### src/rtl/ahb_pkg.sv
// ----------------------------------------------------------------------------
// ahb_pkg
//   Shared AHB-Lite definitions for the response-side slave multiplexer.
//   - HTRANS encodings and HRESP codes
//   - Default-slave state enum (DF_IDLE / DF_ERR1 / DF_ERR2)
//   - Port count and error-counter width
// ----------------------------------------------------------------------------
package ahb_pkg;

    localparam int NUM_PORTS = 5;
    localparam int ERR_CNT_W = 16;

    typedef enum logic [1:0] {
        HTRANS_IDLE   = 2'b00,
        HTRANS_BUSY   = 2'b01,
        HTRANS_NONSEQ = 2'b10,
        HTRANS_SEQ    = 2'b11
    } htrans_t;

    localparam logic HRESP_OKAY  = 1'b0;
    localparam logic HRESP_ERROR = 1'b1;

    typedef enum logic [1:0] {
        DF_IDLE = 2'b00,
        DF_ERR1 = 2'b01,
        DF_ERR2 = 2'b10
    } dflt_state_t;

endpackage

### src/rtl/ahblite_default_slave.sv
// ----------------------------------------------------------------------------
// ahblite_default_slave
//   Built-in default slave: answers active transfers (NONSEQ/SEQ) that hit no
//   enabled slave with the standard two-cycle AHB ERROR response, and answers
//   IDLE/BUSY or an idle bus with a zero-wait OKAY.
//
//   Optional feature macro: AHB_MUX_ERR_CNT_EN
//     defined   -> ERR_CNT counts entries into DF_ERR1, saturating at all-ones
//     undefined -> ERR_CNT tied to zero, no counter logic
//
// Ports:
//   HCLK       in   bus clock
//   HRESET     in   synchronous active-high reset
//   HREADY     in   bus HREADY; qualifies the address phase
//   HTRANS     in   master transfer type
//   any_sel    in   some enabled slave is selected by the current address
//   HREADYOUT  out  default slave ready
//   HRESP      out  default slave response
//   ERR_CNT    out  error-response counter (zero when feature disabled)
// ----------------------------------------------------------------------------
module ahblite_default_slave
    import ahb_pkg::*;
(
    input  logic                 HCLK,
    input  logic                 HRESET,
    input  logic                 HREADY,
    input  logic [1:0]           HTRANS,
    input  logic                 any_sel,
    output logic                 HREADYOUT,
    output logic                 HRESP,
    output logic [ERR_CNT_W-1:0] ERR_CNT
);

    dflt_state_t r_state;
    dflt_state_t w_next;
    logic        w_active;
    logic        w_capture_err;

    assign w_active      = (HTRANS == HTRANS_NONSEQ) || (HTRANS == HTRANS_SEQ);
    assign w_capture_err = HREADY && !any_sel && w_active;

    // NOTE: sequential state uses non-blocking assignments so every register
    // samples pre-edge values regardless of block ordering.
    always_ff @(posedge HCLK) begin
        if (HRESET) begin
            r_state <= DF_IDLE;
        end else begin
            r_state <= w_next;
        end
    end

    // NOTE: every output of this block is given a default first, so no path
    // through the case leaves a signal unassigned and no latch is inferred.
    always_comb begin
        w_next    = r_state;
        HREADYOUT = 1'b1;
        HRESP     = HRESP_OKAY;
        case (r_state)
            DF_IDLE: begin
                if (HREADY) begin
                    w_next = w_capture_err ? DF_ERR1 : DF_IDLE;
                end
            end
            DF_ERR1: begin
                // First ERROR cycle stalls the bus, so no address is captured.
                w_next    = DF_ERR2;
                HREADYOUT = 1'b0;
                HRESP     = HRESP_ERROR;
            end
            DF_ERR2: begin
                // The address phase overlapping the second ERROR cycle is
                // captured normally and may itself be unmapped.
                if (HREADY) begin
                    w_next = w_capture_err ? DF_ERR1 : DF_IDLE;
                end
                HRESP = HRESP_ERROR;
            end
            default: begin
                w_next = DF_IDLE;
            end
        endcase
    end

`ifdef AHB_MUX_ERR_CNT_EN
    logic [ERR_CNT_W-1:0] r_err_cnt;
    logic                 w_enter_err;

    assign w_enter_err = (w_next == DF_ERR1) && (r_state != DF_ERR1);

    always_ff @(posedge HCLK) begin
        if (HRESET) begin
            r_err_cnt <= '0;
        end else if (w_enter_err && (r_err_cnt != {ERR_CNT_W{1'b1}})) begin
            r_err_cnt <= r_err_cnt + 1'b1;
        end
    end

    assign ERR_CNT = r_err_cnt;
`else
    assign ERR_CNT = '0;
`endif

endmodule

### src/rtl/ahblite_slave_mux.sv
// ----------------------------------------------------------------------------
// ahblite_slave_mux
//   AHB-Lite response-side multiplexer for five slave ports (RAMCODE, RAMDATA,
//   GCD, Segdisp, Keyboard). The decoder selects are registered in the address
//   phase; during the data phase the selected slave's HRDATA/HREADYOUT/HRESP
//   are steered combinationally to the master. Unmapped or disabled regions
//   are answered by the built-in default slave. Only the select is registered,
//   so no latency is added to the data path.
//
//   Optional feature macro: AHB_MUX_ERR_CNT_EN (default-slave error counter)
//
// Parameters:
//   PORT0_EN..PORT4_EN  1 = port present; 0 = its HSEL is ignored and the
//                       region answers as unmapped
// Ports:
//   HCLK, HRESET                       clock, synchronous active-high reset
//   HREADY                             bus HREADY (HREADYOUT fed back)
//   HTRANS                             master transfer type
//   HSEL_P0..HSEL_P4                   decoder selects
//   P0..P4 _HRDATA/_HREADYOUT/_HRESP   slave responses
//   HRDATA, HREADYOUT, HRESP           muxed response to the master
//   ERR_CNT                            default-slave error count
// ----------------------------------------------------------------------------
module ahblite_slave_mux
    import ahb_pkg::*;
#(
    parameter int PORT0_EN = 1,
    parameter int PORT1_EN = 1,
    parameter int PORT2_EN = 1,
    parameter int PORT3_EN = 1,
    parameter int PORT4_EN = 1
) (
    input  logic                 HCLK,
    input  logic                 HRESET,
    input  logic                 HREADY,
    input  logic [1:0]           HTRANS,
    input  logic                 HSEL_P0,
    input  logic                 HSEL_P1,
    input  logic                 HSEL_P2,
    input  logic                 HSEL_P3,
    input  logic                 HSEL_P4,
    input  logic [31:0]          P0_HRDATA,
    input  logic [31:0]          P1_HRDATA,
    input  logic [31:0]          P2_HRDATA,
    input  logic [31:0]          P3_HRDATA,
    input  logic [31:0]          P4_HRDATA,
    input  logic                 P0_HREADYOUT,
    input  logic                 P1_HREADYOUT,
    input  logic                 P2_HREADYOUT,
    input  logic                 P3_HREADYOUT,
    input  logic                 P4_HREADYOUT,
    input  logic                 P0_HRESP,
    input  logic                 P1_HRESP,
    input  logic                 P2_HRESP,
    input  logic                 P3_HRESP,
    input  logic                 P4_HRESP,
    output logic [31:0]          HRDATA,
    output logic                 HREADYOUT,
    output logic                 HRESP,
    output logic [ERR_CNT_W-1:0] ERR_CNT
);

    localparam logic [NUM_PORTS-1:0] PORT_EN_MASK = {
        (PORT4_EN != 0), (PORT3_EN != 0), (PORT2_EN != 0),
        (PORT1_EN != 0), (PORT0_EN != 0)
    };

    logic [NUM_PORTS-1:0] r_sel_q;
    logic [NUM_PORTS-1:0] w_hsel;
    logic                 w_any_sel;
    logic                 w_df_hreadyout;
    logic                 w_df_hresp;
    logic [31:0]          w_rdata  [NUM_PORTS];
    logic [NUM_PORTS-1:0] w_ready;
    logic [NUM_PORTS-1:0] w_resp;

    // Disabled ports are masked here so they fall through to the default slave.
    assign w_hsel    = {HSEL_P4, HSEL_P3, HSEL_P2, HSEL_P1, HSEL_P0} & PORT_EN_MASK;
    assign w_any_sel = |w_hsel;

    assign w_rdata[0] = P0_HRDATA;
    assign w_rdata[1] = P1_HRDATA;
    assign w_rdata[2] = P2_HRDATA;
    assign w_rdata[3] = P3_HRDATA;
    assign w_rdata[4] = P4_HRDATA;
    assign w_ready    = {P4_HREADYOUT, P3_HREADYOUT, P2_HREADYOUT, P1_HREADYOUT, P0_HREADYOUT};
    assign w_resp     = {P4_HRESP, P3_HRESP, P2_HRESP, P1_HRESP, P0_HRESP};

    // Select is captured only when the bus is ready, so a wait-stated data
    // phase keeps steering from the same slave.
    always_ff @(posedge HCLK) begin
        if (HRESET) begin
            r_sel_q <= '0;
        end else if (HREADY) begin
            r_sel_q <= w_hsel;
        end
    end

    ahblite_default_slave u_default_slave (
        .HCLK      (HCLK),
        .HRESET    (HRESET),
        .HREADY    (HREADY),
        .HTRANS    (HTRANS),
        .any_sel   (w_any_sel),
        .HREADYOUT (w_df_hreadyout),
        .HRESP     (w_df_hresp),
        .ERR_CNT   (ERR_CNT)
    );

    // Scanning from the highest index down lets the lowest set bit be the
    // last assignment, so an illegal multi-hot decode resolves to it.
    always_comb begin
        HRDATA    = '0;
        HREADYOUT = w_df_hreadyout;
        HRESP     = w_df_hresp;
        for (int i = NUM_PORTS - 1; i >= 0; i--) begin
            if (r_sel_q[i]) begin
                HRDATA    = w_rdata[i];
                HREADYOUT = w_ready[i];
                HRESP     = w_resp[i];
            end
        end
    end

endmodule

### config.mk
export PLATFORM = sky130hd
export DESIGN_NAME = ahblite_slave_mux
export DESIGN_NICKNAME = d
export VERILOG_FILES = /design/src/rtl/ahb_pkg.sv /design/src/rtl/ahblite_default_slave.sv /design/src/rtl/ahblite_slave_mux.sv
export SDC_FILE = /design/constraint.sdc
export NUM_CORES = 1
export LEC_CHECK = 0
export CAP_MARGIN = 20
export CORE_AREA = 8 8 82 84
export DETAILED_ROUTE_END_ITERATION = 16
export DIE_AREA = 0 0 90 92
export DONT_BUFFER_PORTS = 1
export PLACE_DENSITY = 0.55
export SLEW_MARGIN = 20
export SYNTH_ARGS = -nofsm -noshare
export SYNTH_HDL_FRONTEND = slang
export SYNTH_SLANG_ARGS = --single-unit
### constraint.sdc
create_clock -name HCLK -period 2.6 [get_ports HCLK]
set_input_delay 0.39 -clock HCLK [delete_from_list [all_inputs] [get_ports HCLK]]
set_output_delay 0.39 -clock HCLK [all_outputs]
set_load 0.02 [all_outputs]
=== Word level (Yosys, flattened, before mapping) ===
Cells that the tools add are included.

* Flip-flop bits (word level): 7
* Output and inout port bits: 50

* Equal/unequal tests: 5
* Multiplexer cells: 20
* Reduce and logical (&&, ||, !) cells: 8

{| class="wikitable"
|+ Operators with widths
! operator !! count
|-
| $mux 32 || 5
|-
| $mux 1 || 13
|-
| $eq 2x2->1 const B || 3
|-
| $reduce_or 5->1 || 1
|-
| $pmux 2 s2 || 1
|-
| $reduce_or 2->1 || 2
|-
| $eq 2x1->1 const B || 1
|-
| $logic_and 1x1->1 || 2
|-
| $logic_not 2->1 || 1
|-
| $mux 2 || 1
|-
| $ne 2x1->1 const B || 1
|-
| $logic_not 1->1 || 1
|-
| $logic_or 1x1->1 || 1
|}

=== Depth between registers and ports, before layout ===
Gate-level depths: netlist of the first run.

* Depth after elaboration: 8
* Depth in mapped cells: 6

=== Cells and area by module ===
A second synthesis of the first run with hierarchy kept.

* Cell total of the unflattened synthesis: 328
* Area, all modules: 2109.5 um2

{| class="wikitable"
|+ By module, submodules not included
! module !! instances !! cells each !! area each (um2)
|-
| ahblite_slave_mux || 1 || 293 || 1808.0
|-
| ahblite_default_slave || 1 || 35 || 301.5
|}

=== Worst setup path after synthesis of the first run ===
Ideal clock, no wire load.

* Path type: register to output
* Start point: register u_default_slave.r_state[0]
* End point: output port HRESP
* Data required time: 2210 ps
* Buffers on the path: 0
* Data arrival time: 1282 ps
* Cell stages (with the launch flop): 7
* Path slack: 928 ps
* Cell sequence: dfxtp_1 inv_1 ha_1 mux2i_1 nor3_1 o22ai_1 o21ai_1

* Longest elaborated chain between the ends: 8
* Elaborated cells on any way between the ends: 9
* Classes of those cells: eq/ne (2); mux (6); reduce/logical (1)

{| class="wikitable"
|+ Ends and longest elaborated chain
! item !! RTL line !! source
|-
| start, declared || ahblite_default_slave.sv:34 || <nowiki>dflt_state_t r_state;</nowiki>
|-
| start signal, assigned || ahblite_default_slave.sv:48 || <nowiki>r_state <= w_next;</nowiki>
|-
| $eq 2x1->1 / $eq 2x2->1 (equally long branches) || ahblite_default_slave.sv:58 || <nowiki>case (r_state)</nowiki>
|-
| $reduce_or 2->1 (no line) * || - ||
|-
| $mux 1 * || ahblite_default_slave.sv:58 ||
|-
| $mux 1 * (5 in a row) || ahblite_slave_mux.sv:117 || <nowiki>if (r_sel_q[i]) begin</nowiki>
|-
| end, declared || ahblite_slave_mux.sv:59 || <nowiki>output logic HRESP,</nowiki>
|}

Every way passes the cells marked *; elsewhere a longest branch is shown, timed or not.

=== Final worst setup path of the first run ===
* Start point: register r_sel_q[2]
* End point: output port HRDATA[10]

* Longest elaborated chain between the ends: 3

{| class="wikitable"
|+ Ends and longest elaborated chain
! item !! RTL line !! source
|-
| start, declared || ahblite_slave_mux.sv:68 || <nowiki>logic [NUM_PORTS-1:0] r_sel_q;</nowiki>
|-
| start signal, assigned || ahblite_slave_mux.sv:95 || <nowiki>r_sel_q <= w_hsel;</nowiki>
|-
| $mux 32 (3 in a row) || ahblite_slave_mux.sv:117 ||
|-
| end, declared || ahblite_slave_mux.sv:57 || <nowiki>output logic [31:0] HRDATA,</nowiki>
|}

No other way between the ends.

==> key figures, run 1 <==
CTS
  • H-Tree Level Count: 1
  • Worst-Skew Late Latency: 0.23 ns
  • Clock Tree Buf Depth: 2
  • Root Buffer: clkbuf_8
  • TritonCTS Buffers: 3
  • TritonCTS clock tree: yes
  • CTS Hold Bufs: 0
  • Reg clk slew, reported paths: 0.04 ns
  • Setup Buffers After CTS: 0
  • Count of clock tree sinks: 7
  • Post-CTS sizing: 0

Timing
  • Final period utilization: 87.3%
  • Unrepaired setup endpoints after global routing: false
  • Slew margin rel.: about half
  • Fin. Hold Viols: 0
  • Measured slew at the worst slew-check pin: ~0.77 ns
  • Setup_tns: 0 ns
  • Max-slew violations: 0
  • Min Tclk post-route: 2.27 ns
  • Achievable frequency: ~440 MHz
  • Final setup vio count: 0
  • Clock skew: between 0.00008 and 0.00009 ns

Layout
  • Diode count: 0
  • Multi-input logic area: ~1800 sq um
  • Filler cells: between 500 and 600
  • Final #Nets: roughly 460
  • Layout cells sized above 1: 27.2%
  • Synthesis-to-layout area growth: -2.41%
  • Sequential cell area: around 140 sq um
  • Final Util: between 40 and 50%

Worst hold path
  • Hold crit path type: primary input to flip-flop

Pwr
  • Worst-case vdd ir drop: 0.000245 V
  • Pwr/cell area: roughly 350 nW/um^2
  • P_leak: ~0.73 nW

Floorplan
  • Initial Util: approximately 41%
  • Die Wd: approximately 90 microns
  • I/O pins: 230
  • FP Rows: 27
  • DIE AREA: roughly 8300 sq um
  • Die Y: 92 microns
  • Core ar.: about 5400 sq um

Global routing
  • Initial antenna violation count: 0
  • Vias in the first global route: between 2000 and 2500
  • First-pass GRT wire length: approximately 12000 microns
  • Largest net degree at the start of global routing: 42
  • Gr usage total: between 10% and 20%
  • Global route overflow: 0

Flow run
  • Max Cap Violations: 0

Worst setup path
  • Crit Path Max Fanout: a little over 40
  • CP startpoint kind: flip-flop
  • Worst EP required: 2.21 ns
  • CP arrival: approximately 1.9 ns
  • CP Capture Type: output pin
  • Critical path type: flip-flop to output pin

Route
  • DRT iter0 DRCs: 97
  • Vias/cell: around 6.1
  • First-pass DRT Iterations: 4
  • Final antenna-violating net count: 0
  • DRC viols: 0
  • Via count: ~2100
  • WL final: ~8000 microns
  • DR WL/cell: between 20 and 25 microns

Yosys
  • Synthesized instance count: 294
  • XOR/XNOR share of the synthesized area: 0%
  • #FFs+latches synth: 7
  • Sequential area share after synthesis: under 10%
  • Mux share of post-synthesis cell area: under 10%
  • Mapped cell area: 2240 sq um
  • Distinct cells, synth: 30
  • Avg Cell Area, Syn: approximately 7.6 sq um
  • Warnings, synthesis: 0
  • Area share of fa/ha/maj cells after synthesis: around 2.8%
  • Compound-Gate Fraction of Synth Area: approximately 37%
  • Post-synthesis simple-gate area fraction: approximately 36%
  • Largest family of logic cells by synthesized area: compound AO/OA/AOI/OAI gates

Place
  • Post-DP HPWL: ~6400 microns
  • Buffers on Ports: 0
  • Final GP Congestion: 0.769

Run status
  • Outcome: finished, final reports clean
## worst paths after layout
path                           startpoint                 endpoint  slack, ns  depth (start not counted)
setup reg to reg  r_sel_q[0]$_SDFFE_PP0P_  r_sel_q[0]$_SDFFE_PP0P_       1.19                          3
setup / recovery  r_sel_q[2]$_SDFFE_PP0P_               HRDATA[10]       0.33                          4
hold / removal                     HRESET  r_sel_q[2]$_SDFFE_PP0P_       0.22                          1
hold reg to reg   r_sel_q[4]$_SDFFE_PP0P_  r_sel_q[4]$_SDFFE_PP0P_       0.59                          2
## final cells by class
type / count / share of cell area (%)
tap: 72 / 4.13
inverter: 3 / 0.516
clock buffer: 4 / 2.06
multi-input combinational: 251 / 83.2
sequential: 7 / 6.54
timing repair buffer: 7 / 3.56
## critical path, cell delays in order, from the launching register on
cell and delay [ns]:
dfxtp_2 0.82, buf_12 0.26, a221o_1 0.17, nand3_2 0.08, a21oi_2 0.29
## per-layer routing
layer  part of all wire (%)  GRT usage, %  vias to the layer above  wire (microns)
met5                      0             0                        -               0
met3                    8.3          4.81                        4             660
met2                     53          32.6                      137            4180
met1                     39          18.3                      978            3070
met4                   0.48          2.50                        0              38
li1                       -             -                      995               -
## metrics by stage
step,power (mW),cell area (sq um),worst slack (ns),cells,hold WS [ns]
floorplan,0.585,2290,0.928,309,0.459
global placement,0.606,2140,0.566,340,0.457
detailed placement,0.612,2140,0.560,340,0.462
CTS,0.766,2180,0.316,344,0.224
global route,0.804,2180,0.216,344,0.223
finish,0.759,2180,0.330,344,0.224
## cell usage in the layout (no fill, tap or decap)
master and count:
a21oi_1 38, a21oi_2 30, a221o_1 32, buf_12 2, buf_4 5, clkbuf_1 1
clkbuf_8 3, clkinv_1 1, conb_1 16, dfxtp_1 5, dfxtp_2 2, ha_1 5
inv_1 2, mux2i_1 6, nand2_1 5, nand2b_1 32, nand3_1 3, nand3_2 30
nor2_1 8, nor2b_1 32, nor2b_4 1, nor3_1 3, nor4b_1 1, o21a_1 1
o21ai_0 2, o21ai_1 3, o22ai_1 1, o31ai_2 1, or3_1 1
## cells by family after synthesis
logic type               after synthesis
flip-flops                             7
multiplexers                           6
adder cells (fa/ha/maj)                5
AO/OA/AOI/OAI                        108
AND/OR/NAND/NOR                      116
other                                  1
buffers and inverters                 51
## flip-flops by register name, indices dropped and copies added, names as in the netlist
name                     cells
r_sel_q                      5
u_default_slave.r_state      2
## power by group
part	internal, mW	switching [mW]	total (mW)
clock network	0.106	0.0473	0.153
registers	0.113	0.0209	0.134
logic	0.168	0.305	0.472
## synth_stat cells (all sizes together)
library cell,n,share of area (%)
nor3,3,0.67
ha,5,2.8
o31ai,1,0.56
a221o,32,14
inv,2,0.34
conb,1,0.17
o21a,1,0.34
a21oi,68,20
nand3,33,14
nor2b,33,9.6
clkinv,1,0.17
or3,1,0.28
o22ai,1,0.28
nand2b,32,9.0
dfxtp,7,6.3
nor4b,1,0.39
o21ai,5,1.1
nor2,8,1.3
clkbuf,14,2.4
buf,34,12
nand2,5,0.84
mux2i,6,2.7
No activity file was read; power rests on OpenSTA's default activity.
==> run 2, diff against run 1 <==
--- a/config.mk
+++ b/config.mk
@@ -7,6 +7,7 @@
 export LEC_CHECK = 0
 export CAP_MARGIN = 20
 export CORE_AREA = 8 8 82 84
+export CTS_CLUSTER_DIAMETER = 80
 export DETAILED_ROUTE_END_ITERATION = 16
 export DIE_AREA = 0 0 90 92
 export DONT_BUFFER_PORTS = 1
==> results of run 2 <==
Same layout as run 1: the final DEF is identical, and so are final timing and power.
==> run 3, diff against run 2 <==
==> constraint.sdc (replaced) <==
create_clock -name HCLK -period 2.5 [get_ports HCLK]
set_input_delay 0.375 -clock HCLK [delete_from_list [all_inputs] [get_ports HCLK]]
set_output_delay 0.375 -clock HCLK [all_outputs]
set_load 0.02 [all_outputs]
==> key figures, run 3 (synthesis results as in run 1) <==
Run status
  • Outcome: finished, final reports clean (unchanged)

Layout
  • Final instance area: 2200 sq um (was 2180 sq um)
  • Biggest regs: r_sel_q (5), u_default_slave.r_state (2) (unchanged)
  • Most frequent cells in the layout: a21oi_1 (38), a221o_1 (32), nand2b_1 (32), nor2b_1 (32) (unchanged)
  • Synthesis-to-layout area growth: -1.73% (was -2.41%)
  • Layout cells sized above 1: 27.7% (was 27.2%)
  • Final #Nets: 460 (was 458)
  • Largest reg by FF count: r_sel_q (unchanged)
  • Diode count: 0 (unchanged)
  • Max reg flops: 5 (unchanged)
  • Most common cell after layout, fill and taps aside: a21oi_1 (unchanged)

Route
  • DRT iter0 DRCs: 83 (was 97)
  • DR WL/cell: 22.6 microns (was 23.1 microns)
  • Final antenna-violating net count: 0 (unchanged)
  • DRC viols: 0 (unchanged)
  • First-pass DRT Iterations: 4 (unchanged)
  • Via count: 2082 (was 2114)
  • Vias/cell: 6.02 (was 6.15)
  • WL final: 7810 microns (was 7950 microns)

Pwr
  • Share of power burned in combinational logic: 62.7% (was 62.2%)
  • Flop pwr share: 17.3% (was 17.6%)
  • P_leak: 0.739 nW (was 0.728 nW)
  • Pwr/cell area: 359 nW/um^2 (was 348 nW/um^2)
  • Switching part of the total: 48.7% (was 49.1%)
  • Worst-case vdd ir drop: 0.000287 V (was 0.000245 V)
  • Clock Power Share: 19.9% (was 20.2%)
  • Net switching power: 0.384 mW (was 0.373 mW)
  • Cell Int Power: 0.404 mW (was 0.387 mW)

Worst setup path
  • Cell chain of the critical path: clkinv_1 -> buf_12 -> o22ai_1 -> o21ai_1 (was buf_12 -> a221o_1 -> nand3_2 -> a21oi_2)
  • R2R cell count: 3 (unchanged)
  • Critical path type: flip-flop to output pin (unchanged)
  • Worst EP required: 2.12 ns (was 2.21 ns)
  • Reg2reg start: r_sel_q[0]$_SDFFE_PP0P_ (unchanged)
  • CP Capture Type: output pin (unchanged)
  • Max stage delay on crit path: 0.46 ns (was 0.82 ns)
  • CP startpoint kind: flip-flop (unchanged)
  • Worst r2r dst: r_sel_q[0]$_SDFFE_PP0P_ (unchanged)
  • Crit Path Max Fanout: 22 (was 41)
  • Slowest cell on crit path: clkinv_1 (was dfxtp_2)
  • R2R setup slack: 1.16 ns (was 1.19 ns)
  • CP arrival: 1.77 ns (was 1.88 ns)

CTS
  • H-Tree Level Count: 1 (unchanged)
  • Setup Buffers After CTS: 0 (unchanged)
  • CTS Hold Bufs: 0 (unchanged)
  • Clock Tree Buf Depth: 2 (unchanged)
  • TritonCTS Buffers: 3 (unchanged)
  • Root Buffer: clkbuf_8 (unchanged)
  • Count of clock tree sinks: 7 (unchanged)
  • TritonCTS clock tree: yes (unchanged)
  • Reg clk slew, reported paths: 0.04 ns (about the same)
  • Worst-Skew Late Latency: 0.23 ns (about the same)
  • Post-CTS sizing: 0 (unchanged)

Global routing
  • Largest net degree at the start of global routing: 36 (was 42)
  • Global route overflow: 0 (unchanged)
  • First-pass GRT wire length: 11700 microns (was 11900 microns)
  • Vias in the first global route: 2206 (was 2212)
  • Initial antenna violation count: 0 (unchanged)
  • Gr usage total: 16.9% (was 17.0%)

Flow run
  • Max Cap Violations: 0 (unchanged)

Timing
  • Final period utilization: 85.7%
  • Measured slew at the worst slew-check pin: 0.586 ns (was 0.774 ns)
  • Achievable frequency: 467 MHz
  • Unrepaired setup endpoints after global routing: false (unchanged)
  • Setup_tns: 0 ns (unchanged)
  • Clock skew: 0.0000607 ns (was 0.0000842 ns)
  • Fin. Hold Viols: 0 (unchanged)
  • Max-slew violations: 0 (unchanged)
  • Min Tclk post-route: 2.14 ns
  • Final setup vio count: 0 (unchanged)
  • Slew margin rel.: 60.9% (was 48.4%)
  • Hold WS: 0.212 ns (was 0.224 ns)

Worst hold path
  • WHS Endpoint: r_sel_q[2]$_SDFFE_PP0P_ (unchanged)
  • Hold Startpoint: HRESET (unchanged)
  • Hold crit path type: primary input to flip-flop (unchanged)
  • Hold path cells: 1 (unchanged)

Floorplan
  • Die Wd: 90 microns (unchanged)
  • Core ar.: 5410 sq um (unchanged)
  • Initial Util: 41.4% (unchanged)
  • FP Rows: 27 (unchanged)
  • I/O pins: 230 (unchanged)
  • DIE AREA: 8280 sq um (unchanged)
  • Die Y: 92 microns (unchanged)

Place
  • Buffers on Ports: 0 (unchanged)
  • Dpl cell area: 2150 sq um (was 2140 sq um)
  • Post-DP HPWL: 6390 microns (was 6360 microns)
  • Final GP Congestion: 0.767 (was 0.769)
[run 3: cell types whose count changed in the layout (fill, tap and decap cells not counted), sizes merged]
cell,previous run,this run
buf,7,9
[run 3: worst max-delay path by stage]
stage / cells after the start / slack, ns / endpoint / start
floorplan: 6 / 0.84 / HRESP / u_default_slave.r_state[0]$_SDFFE_PP0P_
global placement: 4 / 0.61 / HRDATA[10] / r_sel_q[2]$_SDFFE_PP0P_
detailed placement: 4 / 0.59 / HRESP / r_sel_q[1]$_SDFFE_PP0P_
CTS: 5 / 0.35 / HRDATA[31] / r_sel_q[4]$_SDFFE_PP0P_
global route: 4 / 0.26 / HRESP / r_sel_q[1]$_SDFFE_PP0P_
finish: 4 / 0.36 / HRESP / r_sel_q[1]$_SDFFE_PP0P_
[run 3: layout make-up]
cell class                      count  area (sq um)
Fill cell                         564          3210
Multi-Input combinational cell    251          1820
Sequential cell                     7           143
Timing Repair Buffer                9          92.6
Tap cell                           72          90.1
Clock buffer                        4          45.0
Inverter                            3          11.3
[run 3: worst max-delay path: cells and delay by family (launching register included)]
| family | cells | cell delay [ns] |
|---|---|---|
| AO/OA/AOI/OAI | 2 | 0.37 |
| flip-flops | 1 | 0.32 |
| buffers and inverters | 2 | 0.83 |
[run 3: metal layers]
metal  GRT usage [%]  wire length (microns)  vias to the layer above
li1                -                      -                      995
met1            18.6                   3030                      957
met2            31.3                   4090                      126
met3            5.13                    655                        4
met4            3.19                     44                        0
met5               0                      0                        -
[run 3: through the flow]
stage                     utilization [%]  total power [mW]  std cells  setup slack (ns)
after global routing                 40.6             0.843        346             0.259
after floorplan                         -             0.608        309             0.843
final                                40.6             0.788        346             0.358
after global placement               39.8             0.632        342             0.609
after CTS                            40.6             0.796        346             0.353
after detailed placement             39.8             0.637        342             0.585
[run 3: power groups by stage]
stage,Combinational (mW),Sequential (mW),Clock (mW)
after floorplan,0.487,0.121,0
after global placement,0.494,0.138,0
after detailed placement,0.498,0.139,0
after CTS,0.499,0.137,0.160
after global routing,0.533,0.139,0.171
final,0.494,0.137,0.157
